--- config.mk ---
export PLATFORM = sky130hd
export DESIGN_NAME = wrr_arbiter
export DESIGN_NICKNAME = d
export VERILOG_FILES = /design/src/rtl/wrr_arbiter.sv
export SDC_FILE = /design/constraint.sdc
export NUM_CORES = 1
export LEC_CHECK = 0
export ABC_AREA = 1
export BUFFER_PORTS_ARGS = -buffer_cell sky130_fd_sc_hd__buf_4
export CORE_ASPECT_RATIO = 1.1
export CORE_MARGIN = 4
export CORE_UTILIZATION = 35
export CTS_BUF_LIST = sky130_fd_sc_hd__clkbuf_2 sky130_fd_sc_hd__clkbuf_4 sky130_fd_sc_hd__clkbuf_8
export DETAILED_ROUTE_END_ITERATION = 7
export GPL_TIMING_DRIVEN = 0
export PLACE_DENSITY = 0.64
export SETUP_SLACK_MARGIN = 0.05
export SLEW_MARGIN = 20
export SYNTH_ARGS = -nofsm -noshare
export SYNTH_HDL_FRONTEND = slang
export SYNTH_SLANG_ARGS = --single-unit
--- constraint.sdc ---
create_clock -name clk -period 7.83 [get_ports clk]
set_clock_uncertainty 0.1 [all_clocks]
set_input_delay 1.566 -clock clk [delete_from_list [all_inputs] [get_ports clk]]
set_output_delay 1.566 -clock clk [all_outputs]
set_load 0.02 [all_outputs]
--- src/rtl/wrr_arbiter.sv ---
// wrr_arbiter: parametrised weighted round-robin arbiter.
// A winner keeps the grant for up to weight[i] accepted beats, then priority
// rotates past it. Grant is combinational from req and the registered state.
// Optional feature macro: WRR_ARB_LOCK_EN adds the lock input, which holds a
// burst past its credit until an accept arrives with lock low.
//
// state | meaning
// ------+------------------------------------------------------------
// IDLE  | no burst in progress; search starts at ptr
// BURST | owner holds the grant while it requests; credit beats remain
module wrr_arbiter #(
    parameter int N  = 4,
    parameter int WW = 4,
    parameter int IW = $clog2(N)
) (
    input  logic            clk,
    input  logic            reset,
    input  logic            en,
    input  logic            update_en,
    input  logic [N-1:0]    req,
    input  logic [N*WW-1:0] weight,
`ifdef WRR_ARB_LOCK_EN
    input  logic            lock,
`endif
    output logic [N-1:0]    gnt,
    output logic [IW-1:0]   gnt_id,
    output logic            any_gnt
);

    typedef enum logic {IDLE = 1'b0, BURST = 1'b1} st_t;

    st_t           st;
    logic [IW-1:0] ptr;
    logic [IW-1:0] owner;
    logic [WW-1:0] credit;

    logic          lock_i;
    logic          owner_hold;
    logic [IW-1:0] base;
    logic          found;
    logic [IW-1:0] win;
    logic [IW:0]   sum;
    logic [WW-1:0] wsel;
    logic          accept;

`ifdef WRR_ARB_LOCK_EN
    assign lock_i = lock;
`else
    assign lock_i = 1'b0;
`endif

    // Modulo-N increment: N-1 wraps to 0 even when N is not a power of two.
    function automatic logic [IW-1:0] inc_mod(input logic [IW-1:0] v);
        return (v == IW'(N - 1)) ? '0 : v + IW'(1);
    endfunction

    assign owner_hold = (st == BURST) && req[owner];
    assign base       = (st == BURST) ? inc_mod(owner) : ptr;

    // Find the first requester at or after base, wrapping N-1 -> 0.
    always_comb begin
        found = 1'b0;
        win   = '0;
        sum   = '0;
        for (int k = 0; k < N; k++) begin
            sum = {1'b0, base} + (IW + 1)'(k);
            if (sum >= (IW + 1)'(N)) begin
                sum = sum - (IW + 1)'(N);
            end
            if (!found && req[sum[IW-1:0]]) begin
                found = 1'b1;
                win   = sum[IW-1:0];
            end
        end
    end

    // Drive outputs; everything is forced low while in reset or disabled.
    always_comb begin
        any_gnt = reset && en && (owner_hold || found);
        gnt_id  = '0;
        gnt     = '0;
        if (any_gnt) begin
            gnt_id      = owner_hold ? owner : win;
            gnt[gnt_id] = 1'b1;
        end
    end

    // Weight of the current winner, only consumed on an IDLE-style accept.
    always_comb begin
        wsel = '0;
        for (int i = 0; i < N; i++) begin
            if (gnt_id == IW'(i)) begin
                wsel = weight[i*WW +: WW];
            end
        end
    end

    assign accept = en && update_en && any_gnt;

    // Burst state machine; frozen entirely while en is low.
    always_ff @(posedge clk or negedge reset) begin
        if (!reset) begin
            st     <= IDLE;
            ptr    <= '0;
            owner  <= '0;
            credit <= '0;
        end else if (en) begin
            if (owner_hold) begin
                if (accept) begin
                    if (credit > WW'(1)) begin
                        credit <= credit - WW'(1);
                    end else if (lock_i) begin
                        credit <= '0;
                    end else begin
                        credit <= '0;
                        st     <= IDLE;
                        ptr    <= inc_mod(owner);
                    end
                end
            end else if (accept) begin
                // Fresh win from IDLE, or a new winner after the owner dropped.
                if (wsel <= WW'(1)) begin
                    st     <= IDLE;
                    ptr    <= inc_mod(gnt_id);
                    credit <= '0;
                end else begin
                    st     <= BURST;
                    owner  <= gnt_id;
                    credit <= wsel - WW'(1);
                end
            end else if (st == BURST) begin
                // Owner dropped its request and nobody was accepted.
                st     <= IDLE;
                ptr    <= inc_mod(owner);
                credit <= '0;
            end
        end
    end

endmodule

* Yosys cells after proc, flatten, opt, wreduce, memory -nomap -nowiden
Cells that the tools add are included.
Widths: inputs -> output; s select.
** Operators by class
- Add/subtract/negate cells :: 11
- Order comparisons :: 13
- Eq/ne operators :: 7
- Mux-type cells :: 50
- Bitwise operators :: 2
- Reduce and logical (&&, ||, !) cells :: 19
** Operator list (number)
- $mux 4 :: 11
- $mux 2 :: 18
- $lt 2x3->1 const B :: 6
- $mux 1 :: 15
- $bmux 1 s2 :: 5
- $ge 3x3->1 const B :: 3
- $logic_and 1x1->1 :: 9
- $reduce_and 4->1 :: 2
- $sub 2x1->2 const B :: 4
- $sub 4x1->4 const B :: 2
- $add 2x2->3 const B :: 2
- $eq 2x2->1 const B :: 3
- $reduce_and 3->1 :: 2
- $add 2x1->2 const B :: 2
- $gt 4x1->1 const B :: 1
- $le 4x1->1 const B :: 1
- $add 2x1->3 const B :: 1
- $ge 2x3->1 const B :: 1
- $logic_not 1->1 :: 3
- $ne 3x2->1 const B :: 1
- $demux 1 s2 :: 1
- $eq 2x1->1 const B :: 1
- $ge 2x1->1 const B :: 1
- $logic_not 2->1 :: 1
- other kinds (5) :: 6
** Storage, ports and cells
- Register bits :: 9
- Output and inout bits :: 7
- Logic and storage cells :: 106

* Longest topological paths before layout
Gate-level depths: netlist (run 1).
- Depth in word-level cells :: 29
- Gate-level depth with buffers :: 31

* Worst setup path after synthesis (run 1)
OpenSTA, ideal clock, no wires.
- Kind :: input to register
- From :: input port req[2]
- To :: register ptr[1]
- Arrival time :: 4.481 ns
- Data required time :: 7.613 ns
- Path slack :: 3.131 ns
- Cell stages on the path :: 24
- Path buffers :: 0
- Cells stage by stage :: inv_1 -> a21oi_1 -> o21ai_0 -> a21oi_2 -> nand2_1 -> and2_4 -> nand2_2 -> inv_2 -> nand2_1 -> inv_1 -> ha_1 -> inv_1 -> nor2_1 -> o31ai_1 -> o21ai_0 -> ha_1 -> o211ai_1 -> nor2_1 -> nor2_1 -> nand4_4 -> nand3_2 -> inv_2 -> nand3_1 -> nand2_1
** Between the ends
- Longest elaborated chain between the ends :: 23
- Elaborated cells on any way between the ends :: 48
** RTL lines
- from (decl) :: RTL line 20 : input logic [N-1:0] req,
- $bmux 1 s2 :: RTL line 70 : if (!found && req[sum[IW-1:0]]) begin
- $mux 1 (not written as such) :: RTL line 70
- $mux 1 :: RTL line 70
- $logic_not 1->1 :: RTL line 70
- $logic_and 1x1->1 :: RTL line 70
- $mux 1 :: RTL line 70
- $logic_not 1->1 :: RTL line 70
- $logic_and 1x1->1 :: RTL line 70
- [5 not listed]
- $logic_and 1x1->1 :: RTL line 79 : any_gnt = reset && en && (owner_hold || found);
- $mux 2 * :: RTL line 82 : if (any_gnt) begin
- named net gnt_id[0] :: RTL line 26 : output logic [IW-1:0] gnt_id,
- $logic_not 2->1 :: RTL line 92 : if (gnt_id == IW'(i)) begin
- $mux 4 (4 in a row) :: RTL line 92
- $le 4x1->1 :: RTL line 122 : if (wsel <= WW'(1)) begin
- $ne 3x2->1 (no source line)
- $reduce_and 4->1 (no source line)
- to (signal assigned) :: RTL line 117 : ptr <= inc_mod(owner);
- to (signal assigned) :: RTL line 124 : ptr <= inc_mod(gnt_id);
- to (signal assigned) :: RTL line 134 : ptr <= inc_mod(owner);
- to (decl) :: RTL line 33 : logic [IW-1:0] ptr;
Mark *: on every way through the listed nets, which the timed path passes. The rest lies on a longest branch. The select of a mux whose other input is x is not followed.
A chain may end at the register's enable or synchronous reset.

* Worst setup path in the final report (run 1)
- From :: input port req[2]
- To :: register ptr[1]
** Between the ends
- Longest elaborated chain between the ends :: 23
- Elaborated cells on any way between the ends :: 48
** RTL lines (RTL line)
- $bmux 1 s2 :: 70
- $mux 1 (not written as such) :: 70
- $mux 1 :: 70
- $logic_not 1->1 :: 70
- $logic_and 1x1->1 :: 70
- $mux 1 :: 70
- $logic_not 1->1 :: 70
- $logic_and 1x1->1 :: 70
- [4 not listed]
- $logic_or 1x1->1 :: 79
- $logic_and 1x1->1 :: 79
- $mux 2 :: 82
- $logic_not 2->1 :: 92
- $mux 4 (4 in a row) :: 92
- $le 4x1->1 :: 122
- $ne 3x2->1 (no source line)
- $reduce_and 4->1 (no source line)
Parallel ways exist; a longest one is shown, timed or not. The select of a mux whose other input is x is not followed.

==> out/metrics.cfg, run 1 <==
[pwr]
power_density_nw_per_um2=456
power_uw=734
p_leak_uw=0.000864
ir_worst_vdd_v=0.000200

[placed_design]
place.gp.congestion=0.782
dp_cells=283
dp_hpwl_mm=2.68
io_buffers=30

[finish]
drive_gt1_share_pct=27.6
fin_nets=273
final_cell_mix=nand2_1, buf_4, nand3_1, inv_1, nor2_1
diodes=0
final_common_cell=nand2_1
area_growth_pct=24.4
layout.cells.non_filler=287
nFillCells=374

[clock_tree]
cts_resized=0
cts_sinks=9
root_buffer=clkbuf_4
postCtsSetupBuffers=0
cts.htree.levels=1
clockBufferDepth=2
cts_hold_buf=0
clk_latency_ns=0.25
cts_made_buffers=3
path_clk_slew_ns=0.06
cts_tree=done

[hold_path]
hp-class=reg -> reg

[yosys]
synthesis.area_um2=1290
synth_cell_types=27
syn_inst=205
synth_seq_cells=9
synth-compound-area-share_pct=15.8
ys_seq_area_share_pct=17.4
syn_avg_cell_area_um2=6.31
yosys_warnings=0
yosys.area.top_type=dfrtp_1
synthTopCellsByArea=dfrtp_1, nand2_1, nand3_1
synth_top_area_share_pct=17.4
syn-num-nets=238
synth_top_family_by_area=simple AND/OR/NAND/NOR gates
synth_mux_area_share_pct=0
synth_fa_ha_area_share_pct=8.70
synth_simple_gate_area_share_pct=47.9
synthXorXnorAreaFrac_pct=2.71

[grt]
grt_overflow=0
grt_start_max_net_pins=11
grt_pass1_wl_mm=5.91
grt_usage_pct=15.1
antenna_found_initial=0
grt_pass1_vias=1344

[sta]
rsz0062_at_grt=false
period_needed_ns=5.06
finalCritPeriodShare_pct=64.6
clock.fmax_mhz=198
tns_ns=0
max_slew.worst_pin.slew_ns=0.656
hold_violations=0
setup_viol=0
final_max_slew_viol_count=0
slew_headroom_pct=55.9

[status]
status=finished, final reports clean

[die]
io_pins=31
die_y_um=71.8
die_x_um=66.0
initial_utilization_pct=37.6
std_cell_rows=22
die-area_um2=4730
core_um2=3440

[critical_path]
slowest_stage=a21oi_2
crit_buf_inv=6
worstSetupPathType=in -> reg
worst_ep_arrival_time_ns=5.11
critPathRequiredTime_ns=7.88
cp-start-kind=primary input
cp_max_fo=8
endpoint_kind=register
critPathTopFamily=simple AND/OR/NAND/NOR gates
max_stage_delay_ns=0.34

[route]
routed_via_density=4.84
vias=1389
routedWlPerCell_um=11.1
drtAntennaViolNets=0
drt_iter0_drc=91
routed_wirelength_mm=3.17
drc=0
dr.pass1.iters=6

[job]
maxCapViolations=0

## metrics by stage
stage               instance area, um2  utilization (%)  setup slack [ns]  hold slack (ns)
detailed placement                1580             45.9              2.55            0.404
global placement                  1580             45.9              2.54            0.403
finish                            1610             46.8              2.77            0.418
global route                      1610             46.8              2.31            0.456
floorplan                         1290                -              3.13            0.371
CTS                               1610             46.8              2.82            0.419
## flip-flops by register name, indices dropped and copies added, names as in the netlist
register,count
ptr,2
owner,2
st,1
credit,4
## cell type report
type	count	area, um2	area share, %
timing repair buffer	30	225	14.0
tap	48	60.1	3.73
clock buffer	4	30.0	1.87
sequential	9	225	14.0
inverter	26	97.6	6.07
multi-input combinational	170	971	60.3
## worst paths after layout
kind / startpoint / endpoint / slack, ns / depth (start not counted)
min in group asynchronous: reset / credit[2] / 1.03 / 1
hold / removal: ptr[1] / ptr[1] / 0.42 / 2
setup reg to reg: owner[0] / ptr[1] / 3.28 / 28
setup / recovery: req[2] / ptr[1] / 2.77 / 25
max in group asynchronous: reset / st / 6.46 / 1
hold reg to reg: ptr[1] / ptr[1] / 0.42 / 2
## metal layers
metal / vias up / share of wire, % / track usage, %
met3: 2 / 2.0 / 1.10
met5: - / 0 / 0
met4: 0 / 0.13 / 3.39
li1: 746 / - / -
met1: 630 / 47 / 20.7
met2: 11 / 51 / 25.7
## synth_stat cells
| cell | n |
|---|---|
| nand4_4 | 2 |
| o21ai_2 | 3 |
| a21oi_1 | 10 |
| xnor2_1 | 3 |
| a31oi_1 | 1 |
| and2_4 | 1 |
| ha_1 | 9 |
| o31ai_1 | 2 |
| o21a_1 | 1 |
| nor2_1 | 18 |
| inv_2 | 4 |
| nand3_1 | 23 |
| xor2_1 | 1 |
| o211ai_1 | 2 |
| a22oi_1 | 1 |
| inv_1 | 22 |
| o22ai_1 | 2 |
| nand2_2 | 14 |
| nand2_4 | 2 |
| dfrtp_1 | 9 |
| nand3_4 | 1 |
| nor2_2 | 1 |
| nor3_1 | 3 |
| nand3_2 | 3 |
| nand2_1 | 55 |
| a21oi_2 | 1 |
| o21ai_0 | 11 |
## tightest hold or removal path, delay by kind of cell (launching register included)
| family | cells | cell delay (ns) |
|---|---|---|
| flops | 1 | 0.37 |
| simple gates | 2 | 0.12 |
## power by group
| part | leakage [uW] | internal, uW | switching, uW |
|---|---|---|---|
| clock network | 0.0000184 | 23.1 | 15.5 |
| registers | 0.000116 | 65.1 | 21.1 |
| logic | 0.000730 | 219 | 390 |
## cells by family after synthesis
| logic type | Yosys count |
|---|---|
| adders and majority gates | 9 |
| buffers and inverters | 26 |
| and+or+nand+nor | 123 |
| xor gates and xnor gates | 4 |
| AOI/OAI and AO/OA | 34 |
| DFF | 9 |
No activity file was read; power rests on OpenSTA's default activity.
==> run 2, diff against run 1 <==
--- a/config.mk
+++ b/config.mk
@@ -5,7 +5,7 @@
 export SDC_FILE = /design/constraint.sdc
 export NUM_CORES = 1
 export LEC_CHECK = 0
-export ABC_AREA = 1
+export ABC_AREA = 0
 export BUFFER_PORTS_ARGS = -buffer_cell sky130_fd_sc_hd__buf_4
 export CORE_ASPECT_RATIO = 1.1
 export CORE_MARGIN = 4
@@ -13,7 +13,7 @@
 export CTS_BUF_LIST = sky130_fd_sc_hd__clkbuf_2 sky130_fd_sc_hd__clkbuf_4 sky130_fd_sc_hd__clkbuf_8
 export DETAILED_ROUTE_END_ITERATION = 7
 export GPL_TIMING_DRIVEN = 0
-export PLACE_DENSITY = 0.64
+export PLACE_DENSITY = 0.67
 export SETUP_SLACK_MARGIN = 0.05
 export SLEW_MARGIN = 20
 export SYNTH_ARGS = -nofsm -noshare
==> constraint.sdc (replaced) <==
create_clock -name clk -period 4.09 [get_ports clk]
set_clock_uncertainty 0.1 [all_clocks]
set_input_delay 0.818 -clock clk [delete_from_list [all_inputs] [get_ports clk]]
set_output_delay 0.818 -clock clk [all_outputs]
set_load 0.02 [all_outputs]
==> run 2 against run 1 <==
Combinational power grew 55%. Clock power increased by 83%. Largest cell class unchanged. Setup slack lost 2.6 ns. Critical endpoint is now owner[0].
==> out/metrics.cfg, run 2 <==
[pwr]
p_sw_share_pct=46.8
p_leak_uw=0.000734
seqPwrFrac_pct=15.7
p_int_uw=641
pwr-share-comb_pct=78.4
power_density_nw_per_um2=663
power_uw=1200
ir_worst_vdd_v=0.000338
p_clk_share_pct=5.9
switching_power_uw=563

[yosys]
syn_avg_cell_area_um2=8.35
synth_top_family_by_area=compound AO/OA/AOI/OAI gates
ys_seq_area_share_pct=18.1
synth_simple_gate_area_share_pct=26.7
synthTopCellsByArea=dfrtp_1, ha_1, mux2i_1
synthArstFlopShare_pct=100
synthXorXnorAreaFrac_pct=0
synth_common_cells=nor2_1, nand2_1, dfrtp_1, ha_1, inv_1
synthesis.area_um2=1240
ys.flop_type=dfrtp_1
synth_seq_cells=9
syn-num-nets=182
synth_fa_ha_area_share_pct=9.05
yosys.area.top_type=dfrtp_1
synth_edf_count=0
synth_cell_types=55
yosys_warnings=0
synth-compound-area-share_pct=30.4
syn_inst=149
synth_top_area_share_pct=18.1
synthMostInstantiatedCell=nor2_1
synth_mux_area_share_pct=11.4

[finish]
nFillCells=326
fin_area_um2=1820
area_growth_pct=46.0
largest_register_ff_count=4
fin_nets=226
final_cell_mix=buf_4, nor2_1, nand2_1, inv_1, dfrtp_1
largestRegisters=credit x4, owner x2, ptr x2
regMostFlops=credit
seq_area_um2=228
drive_gt1_share_pct=43.8
final_common_cell=buf_4
diodes=0
multi_input_area_um2=1140

[route]
routed_via_density=5.68
vias=1362
dr.pass1.iters=5
drt_iter0_drc=38
drtAntennaViolNets=0
routedWlPerCell_um=14.9
drc=0
routed_wirelength_mm=3.57

[sta]
period_needed_ns=3.88
rsz0062_at_grt=false
clock.fmax_mhz=258
max_slew.worst_pin.slew_ns=0.648
tns_ns=0
finalCritPeriodShare_pct=94.8
final_max_slew_viol_count=0
setup_viol=0
slew_headroom_pct=56.5
hold_violations=0

[die]
die_y_um=70.5
initial_utilization_pct=36.7
die_x_um=64.8
core_um2=3390
io_pins=31
std_cell_rows=22
die-area_um2=4570

[clock_tree]
cts_tree=done
cts_hold_buf=0
path_clk_slew_ns=0.06
cts_made_buffers=3
cts.htree.levels=1
clockBufferDepth=2
cts_sinks=9
root_buffer=clkbuf_4
clk_latency_ns=0.25

[critical_path]
worstSetupPathType=reg -> reg
cp-start-kind=register
critPathRequiredTime_ns=4.12
endpoint_kind=register
cp_max_fo=5
reg2reg_to=owner[0]
rrSetupSlack_ns=0.21
rr_startpoint=owner[0]
worst_ep_arrival_time_ns=3.91
rr_worst_depth=15

[hold_path]
hp-class=in -> async

[job]
maxCapViolations=0

[grt]
grt_pass1_vias=1269
grt_pass1_wl_mm=5.78
grt_usage_pct=15.1
grt_overflow=0
antenna_found_initial=0
grt_start_max_net_pins=14

[placed_design]
dpl_cell_area_um2=1560
place.gp.congestion=0.874
io_buffers=30
dp_hpwl_mm=2.81

[status]
status=finished, final reports clean

-- run 2: cell count changes in the layout (fill, tap and decap cells not counted), moves of 5 or more --
cell and delta:
nor2_1 -5, nand2_2 -13, mux2i_1 +5, o21ai_0 -8, a21oi_1 -6, nand2_1 -45, buf_4 +11, inv_1 -13
ha_1 -7, nand3_1 -22
-- run 2: kinds of logic (layout without fill, tap and decap cells) --
family,count (synthesis),count (layout)
DFF,9,9
buffers and inverters,14,57
adders and majority gates,9,9
and+or+nand+nor,59,59
muxes,12,12
AOI/OAI and AO/OA,46,46
-- run 2: final cells by class --
cell class | count | area share (%)
Buffer | 4 | 1.31
Clock buffer | 4 | 1.65
Inverter | 9 | 1.86
Multi-Input combinational cell | 126 | 62.8
Sequential cell | 9 | 12.5
Tap cell | 48 | 3.31
Timing Repair Buffer | 40 | 16.5
-- run 2: timing repair --
item | CTS | global route
buffers inserted | 5 | 5
gates resized for setup | 14 | 18
pin swaps | 5 | 6
endpoints found under the setup margin | 8 | 7
-- run 2: worst max-delay path by stage --
stage | startpoint | endpoint | cells after the start
after CTS | owner[0] | owner[0] | 14
after global routing | owner[0] | owner[0] | 15
final | owner[0] | owner[0] | 15
after detailed placement | req[3] | owner[0] | 14
after floorplan | req[3] | ptr[1] | 14
after global placement | req[3] | owner[0] | 14
-- run 2: per-stage QoR --
stage | util, % | setup WS, ns | instances | hold slack, ns
2_1_floorplan | - | 0.0622 | 149 | 0.416
6_report | 53.6 | 0.215 | 240 | 0.297
5_1_grt | 53.6 | 0.0528 | 240 | 0.292
3_3_place_gp | 46.1 | -0.446 | 227 | 0.458
3_5_place_dp | 46.1 | -0.457 | 227 | 0.458
4_1_cts | 50.1 | 0.0885 | 235 | 0.286
-- run 2: power by group through the flow --
stage               logic [uW]  registers (uW)  clock network, uW
floorplan                  555             175                  0
global placement           698             189                  0
detailed placement         716             193                  0
CTS                        816             199               73.8
global route              1030             198               79.1
finish                     944             189               70.8
-- run 2: worst max-delay path: stages (launching register included) --
cell and delay, ns:
dfrtp_2 0.44, ha_4 0.27, mux2_2 0.30, o2111ai_1 0.13, o221ai_2 0.16, o31a_1 0.32
nor3_4 0.25, ha_4 0.19, nor2b_1 0.05, a221o_2 0.39, a31oi_4 0.21, inv_1 0.07
ha_2 0.21, o221ai_4 0.24, nand2_1 0.14, mux2_2 0.31
-- run 2: layer usage --
metal	global-route usage (%)	vias to the layer above	routed length, um
li1	-	671	-
met1	20.3	647	1500
met2	26.3	42	1850
met3	2.25	2	204
met4	1.64	0	10
met5	0	-	0
==> run 3, diff against run 2 <==
==> constraint.sdc (replaced) <==
create_clock -name clk -period 4.09 [get_ports clk]
set_clock_uncertainty 0.1 [all_clocks]
set_input_delay 0.409 -clock clk [delete_from_list [all_inputs] [get_ports clk]]
set_output_delay 0.409 -clock clk [all_outputs]
set_load 0.02 [all_outputs]
==> run 3 against run 2 <==
Sequential power increased by 4%. Count of clock-buffer cells in the layout did not move. First-iteration DRC count is 18% higher. Die area unchanged. Non-clock buffer count up 1. Hold slack improved by 0.060 ns. Sequential share of layout area grew 0.070 points. Final area fell by 0.55%.
==> out/metrics.cfg, run 3 (synthesized netlist as in run 2, its figures left out) <==
[grt]
grt_overflow=0
grt_pass1_wl_mm=5.78
grt_usage_pct=15.1
antenna_found_initial=0
grt_pass1_vias=1271
grt_start_max_net_pins=14

[clock_tree]
cts_sinks=9
clockBufferDepth=2
cts_made_buffers=3
path_clk_slew_ns=0.06
clk_latency_ns=0.25
cts_tree=done
cts.htree.levels=1
root_buffer=clkbuf_4

[route]
drt_iter0_drc=45
routed_via_density=5.60
routed_wirelength_mm=3.52
dr.pass1.iters=4
routedWlPerCell_um=14.6
drc=0
drtAntennaViolNets=0
vias=1350

[placed_design]
dp_hpwl_mm=2.81
dp_worst_setup_slack_ns=-0.311
dpl_cell_area_um2=1560
place.gp.congestion=0.874
io_buffers=30

[die]
initial_utilization_pct=36.7
core_um2=3390
io_pins=31
die_y_um=70.5
std_cell_rows=22
die-area_um2=4570
die_x_um=64.8

[critical_path]
rr_worst_depth=15
worstSetupPathType=reg -> reg
endpoint_kind=register
cp-start-kind=register
cp_cell_sequence=ha_4 -> mux2_2 -> o21ai_0 -> a31oi_1 -> o41a_1 -> nor2_4 -> ha_2 -> clkbuf_4 -> inv_1 -> a31oi_4 -> inv_1 -> ha_2 -> o221ai_4 -> a21oi_4 -> mux2_4
slowest_stage=o41a_1
max_stage_delay_ns=0.53
critPathRequiredTime_ns=4.13
cp_max_fo=10
worst_ep_arrival_time_ns=3.90

[sta]
hold_violations=0
rsz0062_at_grt=false
clock.fmax_mhz=259
max_slew.worst_pin.slew_ns=0.581
setup_slack_ns=0.231
period_needed_ns=3.86
slew_headroom_pct=61.0
setup_viol=0
final_max_slew_viol_count=0
finalCritPeriodShare_pct=94.4

[finish]
diodes=0
fin_area_um2=1810
largest_register_ff_count=4
largestRegisters=credit x4, owner x2, ptr x2
regMostFlops=credit
area_growth_pct=45.2
fin_nets=227
seq_area_um2=228
final_cell_mix=buf_4, nor2_1, inv_1, nand2_1, dfrtp_1
nFillCells=330
multi_input_area_um2=1120
final_common_cell=buf_4
drive_gt1_share_pct=42.5

[hold_path]
hold_path_depth=3
hp-class=in -> reg

[status]
status=finished, final reports clean

[pwr]
p_leak_uw=0.000733
ir_worst_vdd_v=0.000315
power_density_nw_per_um2=647

[job]
maxCapViolations=0

==> run 3: changes by cell type in the layout (fill, tap and decap cells not counted), sizes merged <==
cell / change
buf: -1
dlygate4sd3: +1
clkbuf: +1
==> run 3: routing by layer <==
layer  track usage [%]  wire (um)
met5                 0          0
met4              1.64         12
met3              2.25        223
met2              26.3       1810
met1              20.3       1470
==> run 3: area by class of cell <==
type / instances / share of cell area, %
clock buffer: 4 / 1.66
timing repair buffer: 41 / 17.2
tap: 48 / 3.33
buffer: 4 / 1.11
inverter: 9 / 1.87
sequential: 9 / 12.6
multi-input combinational: 126 / 62.2
==> run 3: path summary, 6_finish.rpt <==
kind | start | endpoint | slack [ns]
max | owner[0] | ptr[1] | 0.23
min | en | st | 0.36
max reg2reg | owner[0] | ptr[1] | 0.23
min reg2reg | ptr[1] | ptr[1] | 0.49
max in group asynchronous | reset | owner[1] | 3.29
min in group asynchronous | reset | owner[0] | 0.43
==> run 3: report_power, final <==
group | leakage (uW) | switching [uW] | internal [uW]
Combinational | 0.000607 | 459 | 442
Clock | 0.0000184 | 27.3 | 44.0
Sequential | 0.000107 | 61.1 | 135
Total | 0.000733 | 548 | 620
==> run 3: worst max-delay path, delay by kind of cell, from the launching register on <==
kind,cells,cell delay (ns)
AOI/OAI and AO/OA,6,1.34
and+or+nand+nor,1,0.17
muxes,2,0.60
adders and majority gates,3,0.70
buffers and inverters,3,0.38
DFF,1,0.46
==> run 3: repair_timing <==
action	4_1_cts	5_1_grt
resized for setup	13	13
pin swaps	5	10
endpoints found under the hold margin	9	0
buffers inserted	5	5
endpoints found under the setup margin	8	7
hold buffers	1	0
==> run 3: through the flow <==
stage	instances	hold slack (ns)	util [%]	TNS (ns)	total power, uW
after CTS	236	0.348	50.4	0	1090
after global routing	241	0.385	53.3	0	1270
after detailed placement	227	0.150	46.1	-1.43	908
after global placement	227	0.149	46.1	-1.23	886
final	241	0.357	53.3	0	1170
after floorplan	149	0.0134	-	0	730
